### src/rtl/alu_share_arb.sv
`default_nettype none
// ============================================================================
// Module      : alu_share_arb
// Description : Round-robin sharing of one combinational ALU between two
//               requesters. Each accepted operation is registered, presented
//               to the ALU for one cycle, and its result and zero flag are
//               returned to the granted requester over a valid/ready
//               handshake. Only one operation is in flight at a time.
// Options     : ALU_ARB_OPCODE_CHECK_EN - when defined, opcodes outside
//               {000,001,010,011,101} are flagged on resp_err and bypass the
//               ALU (result and zero return as 0).
// Revision    : 1.0 - initial release
// ============================================================================
module alu_share_arb #(
    parameter int WIDTH = 32,
    parameter int OPW   = 3
) (
    input  logic             clk,
    input  logic             rst_n,

    // Requester 0
    input  logic             req0_valid,
    output logic             req0_ready,
    input  logic [WIDTH-1:0] req0_op1,
    input  logic [WIDTH-1:0] req0_op2,
    input  logic [OPW-1:0]   req0_opcode,

    // Requester 1
    input  logic             req1_valid,
    output logic             req1_ready,
    input  logic [WIDTH-1:0] req1_op1,
    input  logic [WIDTH-1:0] req1_op2,
    input  logic [OPW-1:0]   req1_opcode,

    // Response channel (shared data, per-requester valid/ready)
    output logic             resp0_valid,
    output logic             resp1_valid,
    input  logic             resp0_ready,
    input  logic             resp1_ready,
    output logic [WIDTH-1:0] resp_result,
    output logic             resp_zero,
    output logic             resp_err,

    // Shared ALU
    output logic [WIDTH-1:0] alu_operand1,
    output logic [WIDTH-1:0] alu_operand2,
    output logic [OPW-1:0]   alu_opcode,
    input  logic [WIDTH-1:0] alu_result,
    input  logic             alu_zero
);

    // ------------------------------------------------------------------------
    // State encoding
    // ------------------------------------------------------------------------
    localparam logic [1:0] c_ST_IDLE = 2'd0;  // waiting for a request
    localparam logic [1:0] c_ST_EXEC = 2'd1;  // ALU driven from operand regs
    localparam logic [1:0] c_ST_RESP = 2'd2;  // result held for the requester

    logic [1:0]       r_state;
    logic [1:0]       w_next_state;

    // Arbitration: r_grant is the requester owning the in-flight operation,
    // r_last_grant the requester whose response completed most recently.
    logic             r_grant;
    logic             r_last_grant;
    logic             w_any_req;
    logic             w_sel;
    logic             w_accept;
    logic             w_resp_ready_sel;
    logic             w_release;

    // Selected requester payload
    logic [WIDTH-1:0] w_sel_op1;
    logic [WIDTH-1:0] w_sel_op2;
    logic [OPW-1:0]   w_sel_opcode;

    // Operand registers: the sole source of the ALU inputs
    logic [WIDTH-1:0] r_op1;
    logic [WIDTH-1:0] r_op2;
    logic [OPW-1:0]   r_opcode;

    // Captured response
    logic [WIDTH-1:0] r_result;
    logic             r_zero;

    // ------------------------------------------------------------------------
    // Round-robin pick: a lone requester always wins; on contention the
    // requester that was not served last wins. Payload follows the pick.
    // ------------------------------------------------------------------------
    always_comb begin
        w_any_req = req0_valid | req1_valid;
        if (req0_valid && req1_valid) begin
            w_sel = ~r_last_grant;
        end else begin
            w_sel = req1_valid;
        end
        w_sel_op1    = w_sel ? req1_op1    : req0_op1;
        w_sel_op2    = w_sel ? req1_op2    : req0_op2;
        w_sel_opcode = w_sel ? req1_opcode : req0_opcode;
    end

    assign w_accept         = (r_state == c_ST_IDLE) && w_any_req;
    assign w_resp_ready_sel = r_grant ? resp1_ready : resp0_ready;
    assign w_release        = (r_state == c_ST_RESP) && w_resp_ready_sel;

`ifdef ALU_ARB_OPCODE_CHECK_EN
    // ------------------------------------------------------------------------
    // Opcode legality of the selected request
    // ------------------------------------------------------------------------
    logic w_sel_illegal;
    logic r_illegal;
    logic r_err;

    // Classify the selected opcode against the supported ALU operations
    always_comb begin
        w_sel_illegal = 1'b1;
        case (w_sel_opcode)
            OPW'(0), OPW'(1), OPW'(2), OPW'(3), OPW'(5): w_sel_illegal = 1'b0;
            default:                                     w_sel_illegal = 1'b1;
        endcase
    end
`endif

    // ------------------------------------------------------------------------
    // FSM state register
    // ------------------------------------------------------------------------
    always_ff @(posedge clk or negedge rst_n) begin
        if (!rst_n) begin
            r_state <= c_ST_IDLE;
        end else begin
            r_state <= w_next_state;
        end
    end

    // FSM next-state: accept -> one ALU cycle -> hold until consumed
    always_comb begin
        w_next_state = r_state;
        case (r_state)
            c_ST_IDLE: begin
                if (w_any_req) begin
                    w_next_state = c_ST_EXEC;
                end
            end
            c_ST_EXEC: begin
                w_next_state = c_ST_RESP;
            end
            c_ST_RESP: begin
                if (w_resp_ready_sel) begin
                    w_next_state = c_ST_IDLE;
                end
            end
            default: begin
                w_next_state = c_ST_IDLE;
            end
        endcase
    end

    // FSM outputs: request ready only while idle, response valid only to owner
    always_comb begin
        req0_ready  = 1'b0;
        req1_ready  = 1'b0;
        resp0_valid = 1'b0;
        resp1_valid = 1'b0;
        case (r_state)
            c_ST_IDLE: begin
                req0_ready = w_any_req & ~w_sel;
                req1_ready = w_any_req &  w_sel;
            end
            c_ST_RESP: begin
                resp0_valid = ~r_grant;
                resp1_valid =  r_grant;
            end
            default: begin
                req0_ready  = 1'b0;
                req1_ready  = 1'b0;
                resp0_valid = 1'b0;
                resp1_valid = 1'b0;
            end
        endcase
    end

    // ------------------------------------------------------------------------
    // Operand capture on acceptance; registers hold until the next accept so
    // the ALU inputs never move outside of an accept edge.
    // ------------------------------------------------------------------------
    always_ff @(posedge clk or negedge rst_n) begin
        if (!rst_n) begin
            r_op1    <= '0;
            r_op2    <= '0;
            r_opcode <= '0;
            r_grant  <= 1'b0;
        end else if (w_accept) begin
            r_op1    <= w_sel_op1;
            r_op2    <= w_sel_op2;
`ifdef ALU_ARB_OPCODE_CHECK_EN
            // An illegal opcode is replaced by 000 so the ALU never sees it
            r_opcode <= w_sel_illegal ? '0 : w_sel_opcode;
`else
            r_opcode <= w_sel_opcode;
`endif
            r_grant  <= w_sel;
        end
    end

    // Round-robin history advances only when a response is consumed
    always_ff @(posedge clk or negedge rst_n) begin
        if (!rst_n) begin
            r_last_grant <= 1'b1;
        end else if (w_release) begin
            r_last_grant <= r_grant;
        end
    end

`ifdef ALU_ARB_OPCODE_CHECK_EN
    // Illegal-opcode tracking: flag set on accept, reported after EXEC
    always_ff @(posedge clk or negedge rst_n) begin
        if (!rst_n) begin
            r_illegal <= 1'b0;
            r_err     <= 1'b0;
        end else begin
            if (w_accept) begin
                r_illegal <= w_sel_illegal;
            end
            if (r_state == c_ST_EXEC) begin
                r_err <= r_illegal;
            end
        end
    end

    // Result capture at the end of EXEC; illegal operations return zeros
    always_ff @(posedge clk or negedge rst_n) begin
        if (!rst_n) begin
            r_result <= '0;
            r_zero   <= 1'b0;
        end else if (r_state == c_ST_EXEC) begin
            if (r_illegal) begin
                r_result <= '0;
                r_zero   <= 1'b0;
            end else begin
                r_result <= alu_result;
                r_zero   <= alu_zero;
            end
        end
    end

    assign resp_err = r_err;
`else
    // Result capture at the end of EXEC
    always_ff @(posedge clk or negedge rst_n) begin
        if (!rst_n) begin
            r_result <= '0;
            r_zero   <= 1'b0;
        end else if (r_state == c_ST_EXEC) begin
            r_result <= alu_result;
            r_zero   <= alu_zero;
        end
    end

    assign resp_err = 1'b0;
`endif

    // ------------------------------------------------------------------------
    // Output drives
    // ------------------------------------------------------------------------
    assign alu_operand1 = r_op1;
    assign alu_operand2 = r_op2;
    assign alu_opcode   = r_opcode;
    assign resp_result  = r_result;
    assign resp_zero    = r_zero;

endmodule
`default_nettype wire
### config.mk
export PLATFORM = sky130hd
export DESIGN_NAME = alu_share_arb
export DESIGN_NICKNAME = d
export VERILOG_FILES = /design/src/rtl/alu_share_arb.sv
export SDC_FILE = /design/constraint.sdc
export NUM_CORES = 1
export LEC_CHECK = 0
export BUFFER_PORTS_ARGS = -buffer_cell sky130_fd_sc_hd__buf_2
export CAP_MARGIN = 15
export CORE_UTILIZATION = 40
export CTS_CLUSTER_DIAMETER = 150
export DETAILED_ROUTE_END_ITERATION = 6
export PLACE_DENSITY = 0.81
export SLEW_MARGIN = 25
export SYNTH_ARGS = -nofsm -noshare
export SYNTH_HDL_FRONTEND = slang
export SYNTH_SLANG_ARGS = --single-unit
### constraint.sdc
create_clock -name clk -period 4.41 [get_ports clk]
set_input_delay 0.441 -clock clk [delete_from_list [all_inputs] [get_ports clk]]
set_output_delay 0.441 -clock clk [all_outputs]
set_load 0.005 [all_outputs]
---- Yosys cells after proc, flatten, opt, wreduce, memory -nomap -nowiden ----
Cells that the tools add are included.
storage, ports and cells
  register bits after elaboration ......... 104
  output and inout bits ................... 105
cells by class
  bitwise logic cells ..................... 6
  reductions and logical operators ........ 5
  mux-type cells .......................... 12
  equality and inequality tests ........... 4
operators by type and width
  operator                                       count
  2-to-1 mux 32 bit                              2
  2-to-1 mux 1 bit                               6
  case mux 2 bit (3 select lines)                1
  2-to-1 mux 2 bit                               2
  != test 2 bit, second input constant           2
  logical AND 1 bit                              3
  2-to-1 mux 3 bit                               1
  NOT 1 bit                                      3
  bitwise AND 1 bit                              2
  == test 2 x 1 -> 1 bit, second input constant  1
  == test 2 bit, second input constant           1
  logical NOT 2 bit                              1
  AND reduction 2 bit                            1
  OR 1 bit                                       1

---- Depth between registers and ports, before layout ----
Gate-level depths: netlist of run 1.
  depth after elaboration ................. 5
  mapped depth ............................ 6
  mapped depth without buffers ............ 3

---- Least setup slack after synthesis of run 1 ----
Ideal clock, no wire load.
  path type ............................... flip-flop to flip-flop
  from .................................... register r_last_grant
  to ...................................... register r_op2[30], in the netlist alu_operand2[30]
  buffers on the path ..................... 3
  setup slack ............................. 2734 ps
  arrival ................................. 1551 ps
  cell stages (with the launch flop) ...... 7
  path through ............................ dfstp_2 > a21bo_1 > buf_6 > buf_6 > buf_6 > mux2_4 > mux2_4
on the way
  cells in the longest elaborated chain, start to end .. 3
RTL lines
  what                    RTL line  source
  from (decl)             65        logic r_last_grant;
  from (signal assigned)  210       r_last_grant <= r_grant;
  NOT 1 bit               93        w_sel = ~r_last_grant;
  2-to-1 mux 1 bit        92        if (req0_valid && req1_valid) begin
  2-to-1 mux 32 bit       98        w_sel_op2 = w_sel ? req1_op2 : req0_op2;
  to (signal assigned)    194       r_op2 <= w_sel_op2;
  to (decl)               79        logic [WIDTH-1:0] r_op2;
Every way passes these cells.
A chain may end at the register's enable or synchronous reset.

---- Worst setup path in the final report of run 1 ----
  from .................................... register r_last_grant
  to ...................................... register r_op2[14], in the netlist alu_operand2[14]
Same word-level chain as after synthesis.

==> results.py, run 1 <==
metrics = {
    "floorplanning": {
        "fp.dieW_um": 111,
        "fp-row-count": 39,
        "core_mm2": 0.0115,
        "ios": 278,
        "start_util_pct": 41.5,
        "dieArea_mm2": 0.0124,
        "die_h_um": 111,
    },
    "logic_synthesis": {
        "synth_top_area_cell": "dfrtp_1",
        "ys_seq_area_share_pct": 54.5,
        "synth_top_area_share_pct": 54.0,
        "yosys.cell_types.count": 22,
        "postSynthAreaPerCell_um2": 15.5,
        "synth_area_leaders": "dfrtp_1, mux2_2, mux2_4, buf_2, buf_6",
        "synthesis.instances": 309,
        "synth_fp_nets": 482,
        "netlist_area_mm2": 0.00477,
        "synth-seq-cells": 104,
        "yosys_warnings": 0,
    },
    "drt": {
        "drc_errors": 40,
        "drtAntennaViolNets": 0,
        "drtIter0Drc": 182,
        "wl_per_cell_um": 15.2,
        "routed_wirelength_um": 11100,
        "routed_via_density": 4.86,
        "firstDrtPassIters": 6,
        "via_count": 3545,
    },
    "sta": {
        "setup_ws_ns": 2.05,
        "fmax_mhz": 423,
        "maxSlewViolCount": 0,
        "hold_viol": 0,
        "setup_viol": 0,
        "finalSetupTns_ns": 0,
        "worstMarginPinSlew_ns": 0.690,
        "fin_crit_ns": 2.36,
        "relSlewSlack_pct": 54.0,
        "period_share_pct": 53.5,
        "rsz0062_at_grt": "no",
        "fin_worst_skew_ns": 0.00516,
    },
    "grt": {
        "grt_pass1_wl_um": 17500,
        "grt_max_degree": 56,
        "grt_usage_pct": 18.1,
        "grt_overflow": 0,
        "antenna_found_initial": 0,
        "grt_pass1_vias": 3672,
    },
    "clock_network": {
        "clk_pin_slew_ns": 0.07,
        "clockBufferDepth": 2,
        "cts_made_buffers": 9,
        "cts_setup_buffers": 0,
        "h-tree-depth": 3,
        "cts_sinks": 104,
        "cts_root_buf": "clkbuf_16",
        "clock_latency_ns": 0.34,
        "cts_tree": "built",
        "cts_resized": 0,
        "hold_buffers": 0,
    },
    "critical_path": {
        "cp_data_arrival_time_ns": 2.59,
        "r2r_start": "r_last_grant$_DFFE_PN1P_",
        "cp-end-kind": "register",
        "critPathLaunchType": "register",
        "crit_type": "reg2reg",
        "r2r-end": "alu_operand2[14]$_DFFE_PN0P_",
        "required_ns": 4.63,
        "r2r_setup_slack_ns": 2.05,
        "crit_fanout": 40,
        "ff2ff_path_depth": 4,
    },
    "placement": {
        "dpl.cell_count": 713,
        "port_buffers": 276,
        "dpl_worst_slack_ns": 1.99,
        "dp_hpwl_um": 8410,
        "gp_congestion": 0.751,
    },
    "power_and_ir_drop": {
        "peakVddDrop_v": 0.000415,
        "totalPowerFinal_uw": 4390,
        "leakage_uw": 0.00328,
        "power.density_mw_per_mm2": 663,
    },
    "worst_hold_path": {
        "hold_class": "in2async",
    },
    "run_status": {
        "violations": "DRC",
        "status": "complete, but fails checks",
    },
    "final_layout": {
        "layout_commonest_cell": "buf_2",
        "layout_common_cells": "buf_2, mux2_2, dfrtp_1, mux2_4, clkbuf_16",
        "drive_gt1_share_pct": 79.9,
        "nets": 754,
        "fin_cells": 729,
        "synthToLayoutAreaGrowth_pct": 38.7,
        "final_util_pct": 57.5,
        "diodes": 0,
    },
    "job": {
        "drv_cap": 0,
    },
}
-- worst max-delay path by stage --
stage                                   startpoint                            to  slack (ns)  cells after the start
after floorplan           r_last_grant$_DFFE_PN1P_  alu_operand2[30]$_DFFE_PN0P_        2.73                      6
after global placement                  req1_valid  alu_operand1[19]$_DFFE_PN0P_        2.06                      5
after detailed placement                req1_valid  alu_operand2[13]$_DFFE_PN0P_        1.99                      5
after CTS                 r_last_grant$_DFFE_PN1P_  alu_operand2[13]$_DFFE_PN0P_        2.03                      4
after global routing      r_last_grant$_DFFE_PN1P_  alu_operand2[13]$_DFFE_PN0P_        1.94                      4
final                     r_last_grant$_DFFE_PN1P_  alu_operand2[14]$_DFFE_PN0P_        2.05                      4
-- final cells by class --
| class | instances | area (µm²) |
|---|---|---|
| Inverter | 1 | 3.75 |
| Fill cell | 933 | 4900 |
| Multi-Input combinational cell | 184 | 2060 |
| Timing Repair Buffer | 281 | 1420 |
| Tap cell | 143 | 179 |
| Clock inverter | 6 | 114 |
| Sequential cell | 104 | 2600 |
| Clock buffer | 10 | 239 |
-- sequential cells by signal, indices dropped and copies added (netlist names) --
| signal | cells |
|---|---|
| alu_opcode | 3 |
| alu_operand1 | 32 |
| alu_operand2 | 32 |
| r_grant | 1 |
| r_last_grant | 1 |
| r_state | 2 |
| resp_result | 32 |
| resp_zero | 1 |
-- cells in the mapped netlist --
cell       count
mux2_2       152
nand2b_1       2
a21bo_1        1
o21bai_1       1
buf_6          3
nor3_2         1
buf_2         15
nor3_1         1
conb_1         1
mux2_4        16
nand2_1        1
inv_1          1
buf_4          1
o21ai_0        1
a21oi_1        1
and2_1         1
dfstp_2        1
o2bb2ai_1      1
dfrtp_1      103
nor2b_1        1
nor2_1         3
clkbuf_1       1
-- critical path: stages (launching register included) --
cell and delay (ns):
dfstp_2 0.55, a21bo_4 0.55, buf_4 0.47, mux2_2 0.38, mux2_2 0.26
-- where the power goes --
group,switching [µW],internal (µW),leakage [µW]
Clock,348,572,0.000165
Combinational,698,1070,0.00190
Sequential,253,1450,0.00121
Total,1300,3090,0.00328
-- layer usage --
metal	global-route usage [%]	wire [µm]	vias up
met1	19.7	4160	1702
met2	33.4	5840	171
met5	0	0	-
li1	-	-	1647
met3	4.05	755	25
met4	8.38	290	0
-- metrics by stage --
stage	area, µm²	hold WS [ns]
after global routing	6620	0.150
final	6620	0.105
after floorplan	4770	0.145
after global placement	6270	0.483
after CTS	6620	0.117
after detailed placement	6270	0.489
-- cells by family after synthesis --
| family | count (synthesis) | share of synthesized area (%) |
|---|---|---|
| buffers and inverters | 21 | 2.59 |
| other | 1 | 0.0785 |
| flip-flops | 104 | 54.5 |
| AO/OA/AOI/OAI | 5 | 0.760 |
| multiplexers | 168 | 40.9 |
| AND/OR/NAND/NOR | 10 | 1.15 |
Power figures use the tool's default switching activity.
==> run 2, diff against run 1 <==
- ABC_AREA: not set -> 1
- PLACE_DENSITY: 0.81 -> 0.79
- clock period: 4.41 -> 2.46 ns (I/O delays scaled with it)
==> run 2 against run 1 <==
The flow now finishes without violations. Routed wire length up 31%. Final area up 7.1%. First-iteration DRC count up 71%. Clock skew up 0.0021 ns. Setup slack worse by 1.4 ns. Sequential share of layout area down 2.6 points. Worst hold slack better by 0.0081 ns. Synthesized cell count up 140%. Total power up 76%.
==> results.py, run 2 <==
metrics = {
    "clock_network": {
        "clockBufferDepth": 2,
        "clock_latency_ns": 0.34,
        "cts_sinks": 104,
        "h-tree-depth": 3,
        "cts_root_buf": "clkbuf_16",
        "cts_tree": "built",
        "cts_made_buffers": 9,
        "clk_pin_slew_ns": 0.07,
    },
    "critical_path": {
        "path_cells": "nand2_2, nand2_2, buf_4, nor2_1, buf_2",
        "cp-end-kind": "primary output",
        "ff2ff_path_depth": 5,
        "r2r-end": "alu_operand1[9]$_DFFE_PN0P_",
        "cpPeakStageDelay_ns": 0.55,
        "r2r_start": "r_state[0]$_DFFE_PN0P_",
        "crit_start": "r_last_grant$_DFFE_PN1P_",
        "critPathSlowestCell": "dfstp_2",
        "r2r_setup_slack_ns": 0.89,
        "path_common_cell": "nand2_2",
        "critPathCapture": "req1_ready",
        "crit_fanout": 32,
        "cp_data_arrival_time_ns": 1.59,
        "required_ns": 2.21,
        "crit_type": "reg2out",
        "critPathLaunchType": "register",
    },
    "worst_hold_path": {
        "hold_class": "in2reg",
        "whs_path_depth": 3,
    },
    "power_and_ir_drop": {
        "power.density_mw_per_mm2": 1090,
        "seq_power_share_pct": 39.8,
        "p_int_uw": 4640,
        "switching_share_pct": 39.8,
        "leakage_uw": 0.00452,
        "power.share.clock_pct": 17.3,
        "peakVddDrop_v": 0.000436,
        "p_sw_uw": 3070,
        "power_frac_comb_pct": 42.8,
    },
    "drt": {
        "drt-met1-wl_um": 5980,
        "wl_met2_um": 7280,
        "drtAntennaViolNets": 0,
        "firstDrtPassIters": 7,
        "routed_wirelength_um": 14500,
        "dr_wl_met3_um": 1010,
        "routed_via_density": 4.61,
        "wl_per_cell_um": 12.3,
        "via_count": 5436,
        "maxUsedRoutingLayer": "met4",
        "drc_errors": 0,
        "drtIter0Drc": 311,
    },
    "final_layout": {
        "synthToLayoutAreaGrowth_pct": 33.8,
        "diodes": 0,
        "final_util_pct": 55.5,
        "nets": 1176,
        "drive_gt1_share_pct": 31.1,
        "layout_commonest_cell": "nand2_1",
        "layout_common_cells": "nand2_1, buf_2, nand3_1, inv_1, dfrtp_1",
    },
    "grt": {
        "grt_overflow": 0,
        "grt_pass1_wl_um": 22100,
        "grt_max_degree": 48,
        "grt_usage_pct": 20.9,
        "antenna_found_initial": 0,
        "grt_pass1_vias": 4893,
    },
    "sta": {
        "hold_ws_ns": 0.113,
        "setup_viol": 0,
        "worstMarginPinSlew_ns": 0.502,
        "fin_crit_ns": 1.83,
        "hold_viol": 0,
        "relSlewSlack_pct": 66.6,
        "maxSlewViolCount": 0,
        "fin_worst_skew_ns": 0.00728,
        "rsz0062_at_grt": "no",
        "fmax_mhz": 545,
        "setup_ws_ns": 0.627,
        "period_share_pct": 74.5,
        "finalSetupTns_ns": 0,
    },
    "logic_synthesis": {
        "synthArstFlopShare_pct": 100,
        "synth_area_leaders": "dfrtp_1, nand2_1, nand3_1, inv_1, buf_2",
        "yosys_warnings": 0,
        "postSynthAreaPerCell_um2": 7.10,
        "ys_seq_area_share_pct": 49.1,
        "netlist_area_mm2": 0.00530,
        "synth_edf_count": 0,
        "synth-seq-cells": 104,
        "synth_top_area_cell": "dfrtp_1",
        "synth_top_area_share_pct": 48.6,
        "synth_common_cells": "nand2_1, nand3_1, inv_1",
        "synth.most_common_cell": "nand2_1",
        "yosys.cell_types.count": 19,
        "ys.flop_type": "dfrtp_1",
        "synthesis.instances": 747,
        "synth_fp_nets": 920,
    },
    "floorplanning": {
        "start_util_pct": 41.5,
        "core_mm2": 0.0128,
        "dieArea_mm2": 0.0137,
        "die_h_um": 117,
        "fp.dieW_um": 117,
        "fp-row-count": 41,
        "ios": 278,
    },
    "placement": {
        "dpl_worst_slack_ns": 0.911,
        "gp_congestion": 0.777,
        "dp_hpwl_um": 10600,
        "port_buffers": 276,
    },
    "job": {
        "drv_cap": 0,
    },
    "run_status": {
        "status": "completed",
    },
}
run 2: final cells by class:
cell class	instances	area (µm²)
Fill cell	1193	5680
Multi-Input combinational cell	458	1960
Tap cell	172	215
Sequential cell	104	2600
Inverter	138	518
Timing Repair Buffer	292	1520
Clock buffer	9	225
Clock inverter	7	52.6
run 2: cells by family (layout without fill, tap and decap cells):
logic type | Yosys count | after routing | share of synthesized area [%]
AO/OA/AOI/OAI | 4 | 4 | 0.448
other | 1 | 1 | 0.0708
buffers and inverters | 185 | 446 | 14.1
AND/OR/NAND/NOR | 453 | 453 | 36.3
flip-flops | 104 | 104 | 49.1
run 2: critical path, delay by kind of cell (launching register included):
kind                   cells  cell delay, ns
buffers and inverters      2            0.45
and+or+nand+nor            3            0.23
DFF                        1            0.55
run 2: worst min-delay path by stage:
stage | end | startpoint | slack, ns
detailed placement | alu_operand1[23]$_DFFE_PN0P_ | rst_n | 0.24
floorplan | alu_opcode[0]$_DFFE_PN0P_ | rst_n | -0.05
finish | r_last_grant$_DFFE_PN1P_ | resp1_ready | 0.11
global route | resp_result[5]$_DFFE_PN0N_ | alu_result[5] | 0.13
CTS | r_last_grant$_DFFE_PN1P_ | resp1_ready | 0.1
global placement | alu_operand2[1]$_DFFE_PN0P_ | rst_n | 0.24
run 2: timing repair:
action / in CTS / in global routing
resized for setup: 0 / 0
buffers inserted: 0 / 0
hold endpoints to repair: 36 / 0
hold buffers: 1 / 0
run 2: power groups by stage:
stage / sequential [µW] / clock, µW / combinational [µW]
3_3_place_gp: 3090 / 0 / 3270
4_1_cts: 3070 / 1380 / 3360
3_5_place_dp: 3070 / 0 / 3370
6_report: 3070 / 1340 / 3300
5_1_grt: 3170 / 1450 / 3810
2_1_floorplan: 3110 / 0 / 1840
run 2: layer usage:
layer	track usage (%)	vias to the layer above
li1	-	2758
met1	23.8	2441
met2	37.9	218
met3	4.38	19
met4	8.86	0
met5	0	-
run 2: metrics by stage:
step	total power (µW)	instance area, µm²	std cells
global route	8430	7090	1180
detailed placement	6440	6800	1163
global placement	6360	6800	1163
floorplan	4950	5300	747
finish	7710	7090	1180
CTS	7810	7090	1180
==> run 3, diff against run 2 <==
- ABC_AREA: 1 -> 0
- PLACE_DENSITY: 0.79 -> 0.81
- clock period: 2.46 -> 1.8 ns (I/O delays scaled with it)
==> run 3 against run 2 <==
The flow now finishes with violations (DRC). Global-route usage shrank 2.7 points. Sequential power increased by 36%. Routed wire length decreased by 23%. Non-clock buffer count increased by 2. Clock skew rose by 0.0043 ns. Combinational power increased by 39%. Largest cell class unchanged.
==> results.py, run 3 (synthesized netlist as in run 1, its figures left out) <==
metrics = {
    "drt": {
        "wl_per_cell_um": 15.0,
        "drtAntennaViolNets": 0,
        "firstDrtPassIters": 6,
        "drtIter0Drc": 164,
        "drc_errors": 40,
        "routed_via_density": 4.79,
        "via_count": 3557,
        "routed_wirelength_um": 11100,
    },
    "run_status": {
        "status": "complete, but fails checks",
        "violations": "DRC",
    },
    "grt": {
        "grt_usage_pct": 18.2,
        "grt_pass1_vias": 3741,
        "grt_max_degree": 42,
        "grt_overflow": 0,
        "antenna_found_initial": 0,
        "grt_pass1_wl_um": 17900,
    },
    "final_layout": {
        "synthToLayoutAreaGrowth_pct": 41.7,
        "final_util_pct": 58.7,
        "layout_commonest_cell": "buf_2",
        "layout_common_cells": "buf_2, mux2_2, dfrtp_1, mux2_4, buf_4",
        "diodes": 0,
        "nets": 767,
        "drive_gt1_share_pct": 80.1,
        "final_cell_area_mm2": 0.00676,
    },
    "critical_path": {
        "path_common_cell": "mux2_2",
        "crit_fanout": 33,
        "critPathLaunchType": "register",
        "cp_data_arrival_time_ns": 1.90,
        "cpPeakStageDelay_ns": 0.55,
        "critPathSlowestCell": "dfstp_2",
        "cp-end-kind": "register",
        "path_cells": "a21bo_4, buf_12, mux2_2, mux2_2",
        "crit_type": "reg2reg",
        "required_ns": 2.01,
    },
    "floorplanning": {
        "core_mm2": 0.0115,
        "fp-row-count": 39,
        "start_util_pct": 41.5,
        "fp.dieW_um": 111,
        "ios": 278,
        "dieArea_mm2": 0.0124,
        "die_h_um": 111,
    },
    "clock_network": {
        "h-tree-depth": 3,
        "clk_pin_slew_ns": 0.08,
        "cts_root_buf": "clkbuf_16",
        "cts_sinks": 104,
        "cts_made_buffers": 9,
        "cts_tree": "built",
        "clockBufferDepth": 2,
        "cts_resized": 0,
        "clock_latency_ns": 0.34,
    },
    "sta": {
        "period_share_pct": 94.0,
        "fin_worst_skew_ns": 0.0116,
        "hold_viol": 0,
        "setup_viol": 0,
        "fmax_mhz": 591,
        "setup_ws_ns": 0.108,
        "finalSetupTns_ns": 0,
        "maxSlewViolCount": 0,
        "fin_crit_ns": 1.69,
        "rsz0062_at_grt": "no",
    },
    "power_and_ir_drop": {
        "peakVddDrop_v": 0.000870,
        "leakage_uw": 0.00336,
        "power.density_mw_per_mm2": 1590,
    },
    "placement": {
        "port_buffers": 276,
        "dpl_worst_slack_ns": 0.114,
        "dp_hpwl_um": 8650,
        "gp_congestion": 0.733,
        "postPlaceCellArea_mm2": 0.00637,
    },
    "worst_hold_path": {
        "hold_class": "in2reg",
    },
    "job": {
        "drv_cap": 0,
    },
}
[run 3: cell count changes in the layout (fill, tap and decap cells not counted), moves of 4 or more]
cell	change
nand2_1	-276
nand3_1	-167
mux2_2	+152
inv_1	-136
mux2_4	+16
buf_12	+4
[run 3: what timing repair did]
item	CTS	global route
cloned	1	0
setup buffers	0	5
pin swaps	0	1
endpoints found under the setup margin	1	1
hold endpoints to repair	23	0
hold buffers	1	0
[run 3: critical path: cells and delay by family (launching register included)]
family	cells	cell delay [ns]
compound gates	1	0.17
mux	2	0.62
buf+inv	1	0.21
flops	1	0.55
[run 3: final timing paths]
| path | startpoint | endpoint | slack [ns] | cells past startpoint |
|---|---|---|---|---|
| max in group asynchronous | rst_n | resp_result[9]$_DFFE_PN0N_ | 0.91 | 3 |
| worst min-delay path | alu_result[2] | resp_result[2]$_DFFE_PN0N_ | 0.07 | 2 |
| worst max register to register | r_last_grant$_DFFE_PN1P_ | alu_operand2[19]$_DFFE_PN0P_ | 0.11 | 4 |
| min in group asynchronous | rst_n | alu_operand1[0]$_DFFE_PN0P_ | 0.29 | 2 |
| worst min register to register | r_last_grant$_DFFE_PN1P_ | r_last_grant$_DFFE_PN1P_ | 0.50 | 1 |
| worst max-delay path | r_last_grant$_DFFE_PN1P_ | alu_operand2[19]$_DFFE_PN0P_ | 0.11 | 4 |
[run 3: layout make-up]
type / instances / area (µm²)
Tap cell: 143 / 179
Clock inverter: 7 / 83.8
Clock buffer: 9 / 225
Multi-Input combinational cell: 184 / 2060
Timing Repair Buffer: 294 / 1610
Sequential cell: 104 / 2600
Inverter: 1 / 3.75
Fill cell: 938 / 4750
[run 3: power breakdown]
group | switching, µW | internal, µW
Sequential | 604 | 3560
Clock | 895 | 1110
Combinational | 1740 | 2860
Total | 3240 | 7530
[run 3: through the flow]
stage                     power (µW)  hold slack [ns]  std cells
after floorplan                 6720           -0.116        309
after global placement          8500            0.115        719
after detailed placement        8710            0.118        719
after CTS                      10900           0.0567        737
after global routing           11400           0.0572        742
final                          10800           0.0698        742
[run 3: routing by layer]
layer / up-vias / wire [µm] / global-route usage, % / share of wire (%)
met1: 1706 / 4210 / 19.9 / 38
met5: - / 0 / 0 / 0
li1: 1676 / - / - / -
met4: 0 / 182 / 6.67 / 1.6
met3: 18 / 719 / 3.61 / 6.5
met2: 157 / 6010 / 34.6 / 54
